**config.mk**
```make
export PLATFORM = sky130hd
export DESIGN_NAME = hw_stack
export DESIGN_NICKNAME = d
export VERILOG_FILES = /design/src/rtl/hw_stack_pkg.sv /design/src/rtl/hw_stack_ram.sv /design/src/rtl/hw_stack.sv
export SDC_FILE = /design/constraint.sdc
export NUM_CORES = 1
export LEC_CHECK = 0
export CORE_UTILIZATION = 30
export DETAILED_ROUTE_END_ITERATION = 10
export SLEW_MARGIN = 30
export SYNTH_ARGS = -nofsm -noshare
export SYNTH_HDL_FRONTEND = slang
export SYNTH_SLANG_ARGS = --single-unit
```
**constraint.sdc**
```tcl
create_clock -name clk -period 4.1 [get_ports clk]
set_input_delay 0.82 -clock clk [delete_from_list [all_inputs] [get_ports clk]]
set_output_delay 0.82 -clock clk [all_outputs]
set_load 0.01 [all_outputs]
```
**src/rtl/hw_stack_pkg.sv**
```systemverilog
// rtl/hw_stack_pkg.sv - shared defaults and operation decode for the hardware operand stack
package hw_stack_pkg;

    localparam int STACK_WIDTH = 8;
    localparam int STACK_DEPTH = 16;

    // One operation per cycle, decoded from the push/pop pair.
    typedef enum logic [1:0] {
        IDLE    = 2'd0,
        PUSH    = 2'd1,
        POP     = 2'd2,
        REPLACE = 2'd3
    } op_e;

    function automatic op_e decode_op(input logic push, input logic pop);
        if (push && pop) return REPLACE;
        if (push)        return PUSH;
        if (pop)         return POP;
        return IDLE;
    endfunction

endpackage

```
**src/rtl/hw_stack_ram.sv**
```systemverilog
// rtl/hw_stack_ram.sv - storage for the entries below top-of-stack, sync write / async read
//
// Ports:
//   clk    - write clock
//   we     - write enable
//   waddr  - write address
//   wdata  - write data
//   raddr  - read address (combinational read)
//   rdata  - read data
module hw_stack_ram #(
    parameter int WIDTH   = 8,
    parameter int ENTRIES = 15,
    parameter int AW      = (ENTRIES > 1) ? $clog2(ENTRIES) : 1
) (
    input  logic             clk,
    input  logic             we,
    input  logic [AW-1:0]    waddr,
    input  logic [WIDTH-1:0] wdata,
    input  logic [AW-1:0]    raddr,
    output logic [WIDTH-1:0] rdata
);

    // Contents are deliberately not reset; count in the parent marks what is valid.
    logic [WIDTH-1:0] mem [ENTRIES];

    always_ff @(posedge clk) begin
        if (we) begin
            mem[waddr] <= wdata;
        end
    end

    assign rdata = mem[raddr];

endmodule

```
**src/rtl/hw_stack.sv**
```systemverilog
// rtl/hw_stack.sv - show-ahead LIFO operand stack with status, sticky errors and high-water mark
//
// Ports:
//   clk           - clock, rising edge
//   resetN        - synchronous active-low reset
//   push, pop     - stack operations; both together replace the top entry
//   data_in       - word to push
//   data_out      - registered top of stack, 0 when empty
//   full, empty   - decodes of count
//   count         - number of valid entries
//   overflow_err  - sticky, push refused while full
//   underflow_err - sticky, pop attempted while empty
//   err_clear     - clears both sticky flags (a same-cycle error wins)
//   high_water    - maximum count since reset
module hw_stack
    import hw_stack_pkg::*;
#(
    parameter int WIDTH = STACK_WIDTH,
    parameter int DEPTH = STACK_DEPTH,
    parameter int CW    = $clog2(DEPTH + 1)
) (
    input  logic             clk,
    input  logic             resetN,
    input  logic             push,
    input  logic             pop,
    input  logic [WIDTH-1:0] data_in,
    output logic [WIDTH-1:0] data_out,
    output logic             full,
    output logic             empty,
    output logic [CW-1:0]    count,
    output logic             overflow_err,
    output logic             underflow_err,
    input  logic             err_clear,
    output logic [CW-1:0]    high_water
);

    localparam int ENTRIES = DEPTH - 1;
    localparam int AW      = (ENTRIES > 1) ? $clog2(ENTRIES) : 1;

    logic [WIDTH-1:0] top_q, top_d;
    logic [CW-1:0]    count_d;
    logic             ram_we;
    logic [AW-1:0]    ram_waddr, ram_raddr;
    logic [WIDTH-1:0] ram_rdata;
    logic             ovf_set, unf_set;
    op_e              op;

    assign full  = (count == CW'(DEPTH));
    assign empty = (count == '0);

    // T spills into S[count-1] on push; S[count-2] is the entry that rises on pop.
    // Addresses are only used when count makes them valid.
    assign ram_waddr = AW'(count - CW'(1));
    assign ram_raddr = AW'(count - CW'(2));

    hw_stack_ram #(
        .WIDTH   (WIDTH),
        .ENTRIES (ENTRIES),
        .AW      (AW)
    ) u_ram (
        .clk   (clk),
        .we    (ram_we),
        .waddr (ram_waddr),
        .wdata (top_q),
        .raddr (ram_raddr),
        .rdata (ram_rdata)
    );

    always_comb begin
        op      = decode_op(push, pop);
        top_d   = top_q;
        count_d = count;
        ram_we  = 1'b0;
        ovf_set = 1'b0;
        unf_set = 1'b0;
        unique case (op)
            PUSH: begin
                if (full) begin
                    ovf_set = 1'b1;
                end else begin
                    ram_we  = !empty;
                    top_d   = data_in;
                    count_d = count + CW'(1);
                end
            end
            POP: begin
                if (empty) begin
                    unf_set = 1'b1;
                end else if (count == CW'(1)) begin
                    top_d   = '0;
                    count_d = '0;
                end else begin
                    top_d   = ram_rdata;
                    count_d = count - CW'(1);
                end
            end
            REPLACE: begin
                // On an empty stack the push half still happens; only the pop half is refused.
                top_d = data_in;
                if (empty) begin
                    count_d = CW'(1);
                    unf_set = 1'b1;
                end
            end
            default: ;
        endcase
    end

    always_ff @(posedge clk) begin
        if (!resetN) begin
            top_q         <= '0;
            count         <= '0;
            overflow_err  <= 1'b0;
            underflow_err <= 1'b0;
            high_water    <= '0;
        end else begin
            top_q         <= top_d;
            count         <= count_d;
            overflow_err  <= ovf_set | (overflow_err & ~err_clear);
            underflow_err <= unf_set | (underflow_err & ~err_clear);
            if (count_d > high_water) begin
                high_water <= count_d;
            end
        end
    end

    assign data_out = top_q;

endmodule

```
* Word-level counts from Yosys, hierarchy flattened
Memories as Yosys holds them, arrays and structs flattened.
Index checks and enable logic that the tools add are counted.
** Storage, ports and cells
- Register bits :: 20
- Bits in latches :: 0
- Bits in writable memories :: 120
- Bits in read-only memories :: 0
- Bits of input ports :: 13
- Output and inout bits :: 22
- Logic and storage cells :: 57
- Memories :: 1
** Operators by class
- Add/sub/neg operators :: 3
- $mul :: 0
- Div/mod/pow operators :: 0
- Magnitude comparators :: 1
- Equal/unequal tests :: 7
- Shift-type cells :: 0
- Multiplexer cells :: 29
- Bitwise logic cells :: 5
- Reductions and logical operators :: 6
** Memory list
- u_ram.mem :: depth 15, width 8, read ports 1, clocked after memory_dff 0, wr ports 1, RTL line hw_stack_ram.sv:24 : logic [WIDTH-1:0] mem [ENTRIES];
** Operators with widths (count)
- $mux W8 :: 3
- $pmux W8 S3 :: 1
- $mux W5 :: 4
- $pmux W5 S3 :: 1
- $mux W1 :: 14
- $mux W2 :: 6
- $add A5 B1 Y5 const B :: 1
- $eq A5 B1 Y1 const B :: 1
- $eq A5 B5 Y1 const B :: 1
- $gt A5 B5 Y1 :: 1
- $logic_not A5 Y1 :: 1
- $sub A5 B1 Y5 const B :: 1
- $eq A2 B2 Y1 const B :: 2
- $ne A2 B2 Y1 const B :: 2
- $sub A4 B2 Y4 const B :: 1
- $reduce_and A3 Y1 :: 1
- $reduce_bool A3 Y1 :: 1
- $and A1 B1 Y1 :: 2
- $eq A2 B1 Y1 const B :: 1
- $or A1 B1 Y1 :: 2
- $reduce_or A2 Y1 :: 1
- $logic_and A1 B1 Y1 :: 1
- $logic_not A1 Y1 :: 1
- $not A1 Y1 :: 1

* Logic depth before layout (Yosys ltp)
- Depth after elaboration :: 12
- Gate-level depth with buffers :: 16
- Depth with buffers taken out :: 12

* By module
A second synthesis with hierarchy kept.
** Unflattened totals
- Cells, all modules :: 384
- Area total of the unflattened synthesis :: 6027.0 µm²
** Modules (own cells, without submodules)
- hw_stack_ram :: times used 1, cells an instance 225, area an instance 4680.7 µm², sequential area each 3603.5 µm²
- hw_stack :: times used 1, cells an instance 159, area an instance 1346.3 µm², sequential area each 400.4 µm²

* Worst setup path after synthesis
OpenSTA, ideal clock, no wires.
- Path type :: flip-flop to flip-flop
- Start :: register count[0]
- End :: register high_water[1]
- Setup time :: 116 ps
- Arrival :: 3384 ps
- Required time :: 3984 ps
- Setup slack :: 600 ps
- Cell stages (with the launch flop) :: 17
- Buffers on the path :: 4
- Period minus slack after synthesis :: 3500 ps
- Cells stage by stage :: dfxtp_1 > buf_4 > buf_2 > buf_2 > inv_1 > ha_1 > clkbuf_2 > or3b_2 > o22ai_1 > a32o_1 > nor3_1 > ha_1 > nand2_1 > o22ai_1 > a21oi_1 > o2111ai_1 > o211a_1
** Between the ends
- Cells in the longest elaborated chain, start to end :: 5
- Elaborated cells on any way between the ends :: 11
- Those cells by class :: add/sub: 2; order compare: 1; eq/ne: 2; mux: 5; reduce/logical: 1
** Ends and longest elaborated chain
- start, declared :: RTL line hw_stack.sv:30 : output logic [CW-1:0] count,
- start signal, assigned :: RTL line hw_stack.sv:118 : count <= count_d;
- $sub A5 B1 Y5 or $eq A5 B1 Y1 (tied branches) :: RTL line hw_stack.sv:94, hw_stack.sv:89
- $mux W5 :: RTL line hw_stack.sv:89 : end else if (count == CW'(1)) begin
- $mux W5 :: RTL line hw_stack.sv:87 : if (empty) begin
- $pmux W5 S3 (*) :: RTL line hw_stack.sv:76 : unique case (op)
- $gt A5 B5 Y1 :: RTL line hw_stack.sv:121 : if (count_d > high_water) begin
- end signal, assigned :: RTL line hw_stack.sv:122 : high_water <= count_d;
- end, declared :: RTL line hw_stack.sv:34 : output logic [CW-1:0] high_water
Every way passes the cells marked *; elsewhere a longest branch is shown, timed or not.
A chain may end at the register's enable or synchronous reset.

* Final worst setup path
- Start :: register count[0]
- End :: register high_water[1]
** Between the ends
- Cells in the longest elaborated chain, start to end :: 5
- Elaborated cells on any way between the ends :: 11
- Those cells by class :: add/sub: 2; order compare: 1; eq/ne: 2; mux: 5; reduce/logical: 1
** Ends and longest elaborated chain
- $sub A5 B1 Y5 or $eq A5 B1 Y1 (tied branches) :: RTL line hw_stack.sv:94, hw_stack.sv:89
- $mux W5 :: RTL line hw_stack.sv:89
- $mux W5 :: RTL line hw_stack.sv:87
- $pmux W5 S3 (*) :: RTL line hw_stack.sv:76
- via count_d[3] :: RTL line hw_stack.sv:41 : logic [CW-1:0] count_d;
- $gt A5 B5 Y1 (*) :: RTL line hw_stack.sv:121
Mark *: on every way through the listed nets, which the timed path passes. The rest lies on a longest branch.

==> impl_metrics.toml <==
[run_status]
status = "completed"

[clocking]
cts.root.buffer_cell = "clkbuf_16"
clock_latency_ns = 0.42
post_cts_buffers = 0
cts-resized-gates = 0
numCtsBuffers = 17
cts_buffer_depth = 2
tritoncts = "done"
hold_buffers = 0
ctsHtreeMaxLevel = 4
clock_sinks = 140
clkSlewWorstSetupHoldPaths_ns = 0.06

[sta]
rsz0062_at_grt = "no"
drv_slew = 0
fin_skew_ns = 0.00819
whs_ns = 0.546
min_period_ns = 3.52
finalSetupViolCount = 0
post-route-period-util = 0.859
fin_ws_ns = 0.576
tns_ns = 0
slew-limit-headroom = 0.483
tightest_slew_ns = 0.772
hold_viol = 0
fmax_mhz = 284

[global_route]
grt_pass1_vias = 3770
grt_max_degree = 42
grt-ovfl-total = 0
grt_pass1_wl_mm = 20.8
antenna_found_initial = 0
grt_usage = 0.140

[placement]
dp_slack_ns = 0.209
place_hpwl_mm = 8.87
numPortBuffers = 34
gp_congestion = 0.908

[synthesis]
yosysMostFrequentCell = "edfxtp_1"
synth.top_cell.area_share = 0.594
synth_top_family_by_area = "simple AND/OR/NAND/NOR gates"
yosys_warnings = 0
synth.cell_area_mm2 = 0.00607
synth-edff-count = 120
synth_fa_ha_area_frac = 0.0289
ys_top_cells_by_count = "edfxtp_1 (120), nand2_1 (49), nand3_1 (29)"
yosysTopAreaCell = "edfxtp_1"
synth-seq-area-share = 0.660
synthMuxAreaShare = 0.0837
synth_area_leaders = "edfxtp_1 (59%), dfxtp_1 (6.6%), mux4_2 (5.9%), nand2_1 (3.0%), ha_1 (2.9%)"
syn_inst = 433
synth-compound-area-share = 0.0741
synth-seq-cells = 140
ys_async_sr_fraction = 0
synth_xor_area_frac = 0.00990
synthSimpleGateAreaFrac = 0.119
synth_area_per_cell_um2 = 14.0
synth_ff_type = "edfxtp_1"
synth_nets = 460
yosysUniqueCellTypes = 44

[drt]
antenna_left = 0
vias = 3704
drtIter0Drc = 265
viasPerCell = 4.91
drc = 0
dr.pass1.iters = 5
avgRoutedWirePerCell_um = 17.9
wl_mm = 13.5

[finish]
diodes = 0
syn2layout_area_growth_pct = 21.1
drive_above_1_share = 0.143
nNetsFinal = 504
utilization = 0.374
n_fill_cell = 1868

[min_path]
min_path_type = "flip-flop to flip-flop"
hold_path_depth = 2

[floorplan]
io-pin-count = 35
initial_core_util = 0.309
coreArea_mm2 = 0.0197
fp.dieH_um = 144
row_count = 51
die_w_um = 144
die-area_mm2 = 0.0208

[critical_path]
arrival_ns = 3.84
cp-start-kind = "flip-flop"
reg2reg_depth = 10
worstSetupPathType = "flip-flop to flip-flop"
crit_required_ns = 4.41
crit_path_end_kind = "flip-flop"
cp_max_fo = 22

[run]
drv_cap = 0

[power_and_ir_drop]
irDropWorstVdd_mv = 0.399
p_per_area_mw_per_mm2 = 749
leakagePower_nw = 2.48
[worst max-delay path: stages (launching register included)]
cell	delay, ns
dfxtp_1	0.56
buf_4	0.44
a21boi_0	0.25
xnor2_1	0.27
o311ai_1	0.53
ha_1	0.36
nand3_1	0.09
o22ai_1	0.07
a21oi_1	0.48
o2111ai_1	0.19
o211a_1	0.17
[cell families (layout without fill, tap and decap cells)]
group	after synthesis	after routing
AOI/OAI and AO/OA	63	63
xor gates and xnor gates	6	6
adders and majority gates	14	14
buffers and inverters	34	90
DFF	140	140
muxes	29	29
and+or+nand+nor	147	147
[state kept, by name (all words and copies together), names as in the netlist]
name / count
count: 5
data_out: 8
high_water: 5
overflow_err: 1
u_ram.mem: 120
underflow_err: 1
[power breakdown]
part	switching [mW]	leakage, nW	internal (mW)
Clock	0.588	0.285	0.954
Sequential	0.159	1.27	1.77
Combinational	1.19	0.927	0.840
Total	1.94	2.48	3.56
[cell usage in the layout (no fill, tap or decap), types with 3 or more instances in the layout]
master	synthesis	routed
and2_1	5	5
mux4_2	16	16
a211oi_1	10	10
ha_1	14	14
a21oi_1	5	5
o22ai_1	4	4
nand2_1	49	49
nand3_1	29	29
clkinv_4	0	3
nor2_1	28	28
clkinvlp_4	0	3
o21ai_0	7	7
buf_4	1	15
a211o_1	8	8
nand2b_1	11	11
bufinv_16	0	3
dfxtp_1	20	19
mux2i_1	11	11
clkinv_2	0	3
clkdlybuf4s50_1	0	34
inv_1	10	10
o211ai_1	11	11
nand4_1	9	9
edfxtp_1	120	120
clkbuf_16	0	17
nor2b_1	9	9
a31oi_1	8	8
[routing by layer]
layer	track usage	vias up	share of wire
met1	0.174	1847	0.45
met3	0.0427	20	0.052
met5	0	-	0
li1	-	1742	-
met2	0.222	95	0.48
met4	0.0670	0	0.027
[path summary, 6_finish.rpt]
check | to | startpoint | slack, ns
max | high_water[1] | count[0] | 0.58
min | high_water[4] | high_water[4] | 0.55
max reg2reg | high_water[1] | count[0] | 0.58
min reg2reg | high_water[4] | high_water[4] | 0.55
[per-stage QoR]
step / instance area [um^2] / std cells / power (mW)
4_1_cts: 7350 / 754 / 5.55
3_5_place_dp: 6750 / 723 / 4.00
2_1_floorplan: 6070 / 433 / 3.29
6_report: 7350 / 754 / 5.50
3_3_place_gp: 6750 / 723 / 3.95
5_1_grt: 7350 / 754 / 5.79
[area by class of cell]
type,count,area (um^2),share of cell area
timing repair buffer,49,453,0.0616
inverter,10,37.5,0.00511
clock inverter,14,171,0.0233
clock buffer,17,425,0.0579
multi-input combinational,259,1920,0.262
sequential,140,4010,0.545
tap,265,332,0.0451
Note: power is estimated with default switching activity, not from simulation.
==> RTL edit 1: new RTL, same settings <==
Make the reset (`resetN`) asynchronous in one clocked block. Comments in the files are not updated.
--- a/src/rtl/hw_stack.sv
+++ b/src/rtl/hw_stack.sv
@@ -106,7 +106,7 @@
         endcase
     end
 
-    always_ff @(posedge clk) begin
+    always_ff @(posedge clk or negedge resetN) begin
         if (!resetN) begin
             top_q         <= '0;
             count         <= '0;
Formal check against the unedited RTL: differs if resetN is asserted again (counterexample within 4 cycles, from zero or initial values and one cycle with resetN low); with resetN held inactive, the same outputs for 10 cycles.
==> RTL edit 1 against the unedited design <==
  * Synthesized cell count is 17% lower
  * Register-to-register slack better by 0.09 ns
  * Core utilization is 0.31 points higher
  * Die area is 1.2% lower
  * Wire length is 2.2% higher
  * First-iteration DRC count is 4.5% lower
  * Setup slack better by 0.039 ns
  * Cell area is 0.19% higher
  * Critical path type is now in -> reg
  * Sequential share of layout area is 1.3 points higher
  * Synthesized area is 1.2% lower
  * Sequential cell count stayed put
  * Power is 4.5% higher
  * Largest cell class unchanged
==> RTL edit 1: results (changes against the unedited design) <==
* Power Combinational at 1970 uW (-3%)
* Slowest-stage cell, CP: clkdlybuf4s50_1
* Tot GR Track Use at 14.6% (+0.57 points)
* Reg2Reg Setup Slack at 0.67 ns (+0.09 ns)
* Met3 WL post-DR at 744 um (+6.6%)
* Met3 Track Usage GR at 3.40% (-0.87 points)
* First-pass GRT wire length at 21100 um (+1.2%)
* Switching share of power at 32.8% (-2.4 points)
* Met1 usage at 19.8% (+2.4 points)
* Slowest stage delay, CP at 0.77 ns (+0.21 ns)
* Worst setup margin at 0.615 ns (+0.0390 ns)
* Max-slew headroom at 48.9% (+0.60 points)
* Clk pwr share at 29.2% (+1.2 points)
* Met2 wire len at 6420 um (+0.14%)
* Hold Slack at 0.527 ns (-0.0187 ns)
* Critical Path AT at 3.79 ns (-0.05 ns)
* M2 GR Usage at 22.1% (-0.17 points)
* Avg Vias per Cell at 5.02 (+2.3%)
* Synth area leaders: edfxtp_1, mux4_2, dfrtp_1, ha_1, a211oi_1
* Non-filler cells, final at 691 (-8.4%)
* Pre-CTS WS at 0.264 ns (+0.0544 ns)
* Cells after DPL at 659 (-8.9%)
* Initial DRC Count at 253 (-4.5%)
* Outcome: completed
* Placed Area at 6710 sq um (-0.59%)
* Post-Syn Nets at 386 (-16%)
* PD cells at 781 nW/um^2 (+4.3%)
* Hold Startpoint: overflow_err
==> RTL edit 1: kinds of logic (layout without fill, tap and decap cells) <==
family | after synthesis | after routing | synth area share, %
AO/OA/AOI/OAI | 60 | 60 | 7.64
XOR/XNOR | 5 | 5 | 0.731
adder cells (fa/ha/maj) | 14 | 14 | 2.92
buffers and inverters | 32 | 99 | 2.72
flip-flops | 140 | 140 | 68.5
multiplexers | 40 | 40 | 11.8
AND/OR/NAND/NOR | 68 | 68 | 5.64
==> RTL edit 1: layout make-up <==
| class | count | area, sq um | share of cell area, % |
|---|---|---|---|
| clock buffer | 21 | 460 | 6.25 |
| multi-input combinational | 187 | 1740 | 23.6 |
| tap | 265 | 332 | 4.50 |
| clock inverter | 11 | 190 | 2.58 |
| timing repair buffer | 54 | 490 | 6.66 |
| inverter | 13 | 48.8 | 0.663 |
| sequential | 140 | 4110 | 55.8 |
==> RTL edit 2: new RTL, same settings <==
Without the edit above. Change the package constant `STACK_DEPTH` from 16 to 8.
--- a/src/rtl/hw_stack_pkg.sv
+++ b/src/rtl/hw_stack_pkg.sv
@@ -2,7 +2,7 @@
 package hw_stack_pkg;
 
     localparam int STACK_WIDTH = 8;
-    localparam int STACK_DEPTH = 16;
+    localparam int STACK_DEPTH = 8;
 
     // One operation per cycle, decoded from the push/pop pair.
     typedef enum logic [1:0] {
Interface: changed (resized count and high_water); port bits go from 35 to 33. The function was not compared with the original's and may differ.
==> RTL edit 2 against the unedited design <==
  * Power down 62%
  * Setup slack better by 0.16 ns
  * Via count down 44%
  * Synthesized area down 46%
  * Highest routed layer unchanged
  * Cell area down 46%
  * Wire length down 47%
  * Core utilization up 0.43 points
  * Sequential cell count down 66
==> RTL edit 2: results (changes against the unedited design) <==
* Outcome: completed
* Avg Cell Area, Syn at 13.7 sq um (-2.2%)
* Tot GR Track Use at 13.5% (-0.53 points)
* Leakage at 0.00136 uW (-45%)
* Worst VDD drop at 0.192 mV (-52%)
* Vias in the first global route at 2037 (-46%)
* Buffers, non-clock at 41 (-16%)
* First-pass GRT wire length at 11200 um (-46%)
* Filler cells at 1024 (-45%)
* Mux contribution to synthesized area at 9.32% (+0.95 points)
* Cells after DPL at 402 (-44%)
* Synth cell count leaders: edfxtp_1, nor2_1, dfxtp_1
* H-Tree Depth at 3 (-1)
* Register area share after synthesis at 62.4% (-3.6 points)
* CLK BUF at 9 (-8)
* Invs w/o clock at 11 (+1)
* Drt wl/cell at 17.0 um (-4.9%)
* HPWL after detailed placement at 4460 um (-50%)
* Crit Path Max Fanout at 13 (-41%)
* First drt pass iteration count at 4 (-1)
* Synth area leaders: edfxtp_1, dfxtp_1, ha_1, mux2i_1, mux4_1
* Post-Syn Nets at 262 (-43%)
* GP Congestion at 0.820 (-9.6%)
* Placed Area at 3730 sq um (-45%)
* IO buf count at 32 (-5.9%)
* Layout area overhead at 20.8%
* Met1 wire length at 3300 um (-45%)
* Worst-Margin Slew at 0.902 ns (+0.130 ns)
* Clk_lat worst skew at 0.35 ns (-0.07 ns)
* Root buffer selected by CTS: clkbuf_8
* Fraction of area in multi-input gates at 27.6% (+1.4 points)
* Buffer share of cell area at 9.80% (+3.6 points)
* Adder-Cell Fraction of Synth Area at 3.82% (+0.93 points)
* Compound-Gate Fraction of Synth Area at 12.8% (+5.4 points)
* Post-synthesis register bit count at 74 (-47%)
* Clk cell area share at 5.66% (-2.5 points)
* Skew final at 0.00954 ns (+0.00134 ns)
[RTL edit 2: cell types whose count changed after synthesis, sizes merged, moves of 7 or more]
cell    before  now
a211o        8    0
nand4        9    1
nand2       49    8
nand3       30    0
mux4        17    8
a31oi        8    1
a21oi        5   15
clkbuf      13    2
nand2b      11    3
a22oi        0    8
o211ai      11    2
edfxtp     120   56
[RTL edit 2: power by group through the flow]
| stage | clock, uW | combinational (uW) | sequential [uW] |
|---|---|---|---|
| after global placement | 0 | 530 | 917 |
| after global routing | 685 | 601 | 910 |
| after CTS | 653 | 544 | 904 |
| after floorplan | 0 | 377 | 921 |
| final | 640 | 544 | 902 |
| after detailed placement | 0 | 541 | 920 |
[RTL edit 2: worst max-delay path: stages]
cell and delay, ns:
clkdlybuf4s50_1 0.74, nand2b_1 0.33, o21ai_0 0.12, a221oi_1 0.26, a21o_1 0.16, ha_1 0.24
nand4_1 0.09, o21ai_0 0.09, a21oi_1 0.43, mux2i_1 0.24, nor2_1 0.05
[RTL edit 2: per-layer routing]
metal	global-route usage (%)	up-vias
met5	0	-
met4	4.40	0
met3	3.99	7
met2	22.3	58
met1	16.9	1031
li1	-	987
[RTL edit 2: worst paths after layout]
check	start	end	slack, ns	cells past startpoint
max	pop	high_water[3]	0.74	11
min	overflow_err	overflow_err	0.50	2
max reg2reg	count[0]	high_water[3]	1.08	13
min reg2reg	overflow_err	overflow_err	0.50	2
[RTL edit 2: kinds of logic after synthesis]
kind of cell	after synthesis
flops	74
compound gates	63
simple gates	46
buf+inv	25
mux	19
fa+ha+maj	10
xor+xnor	2
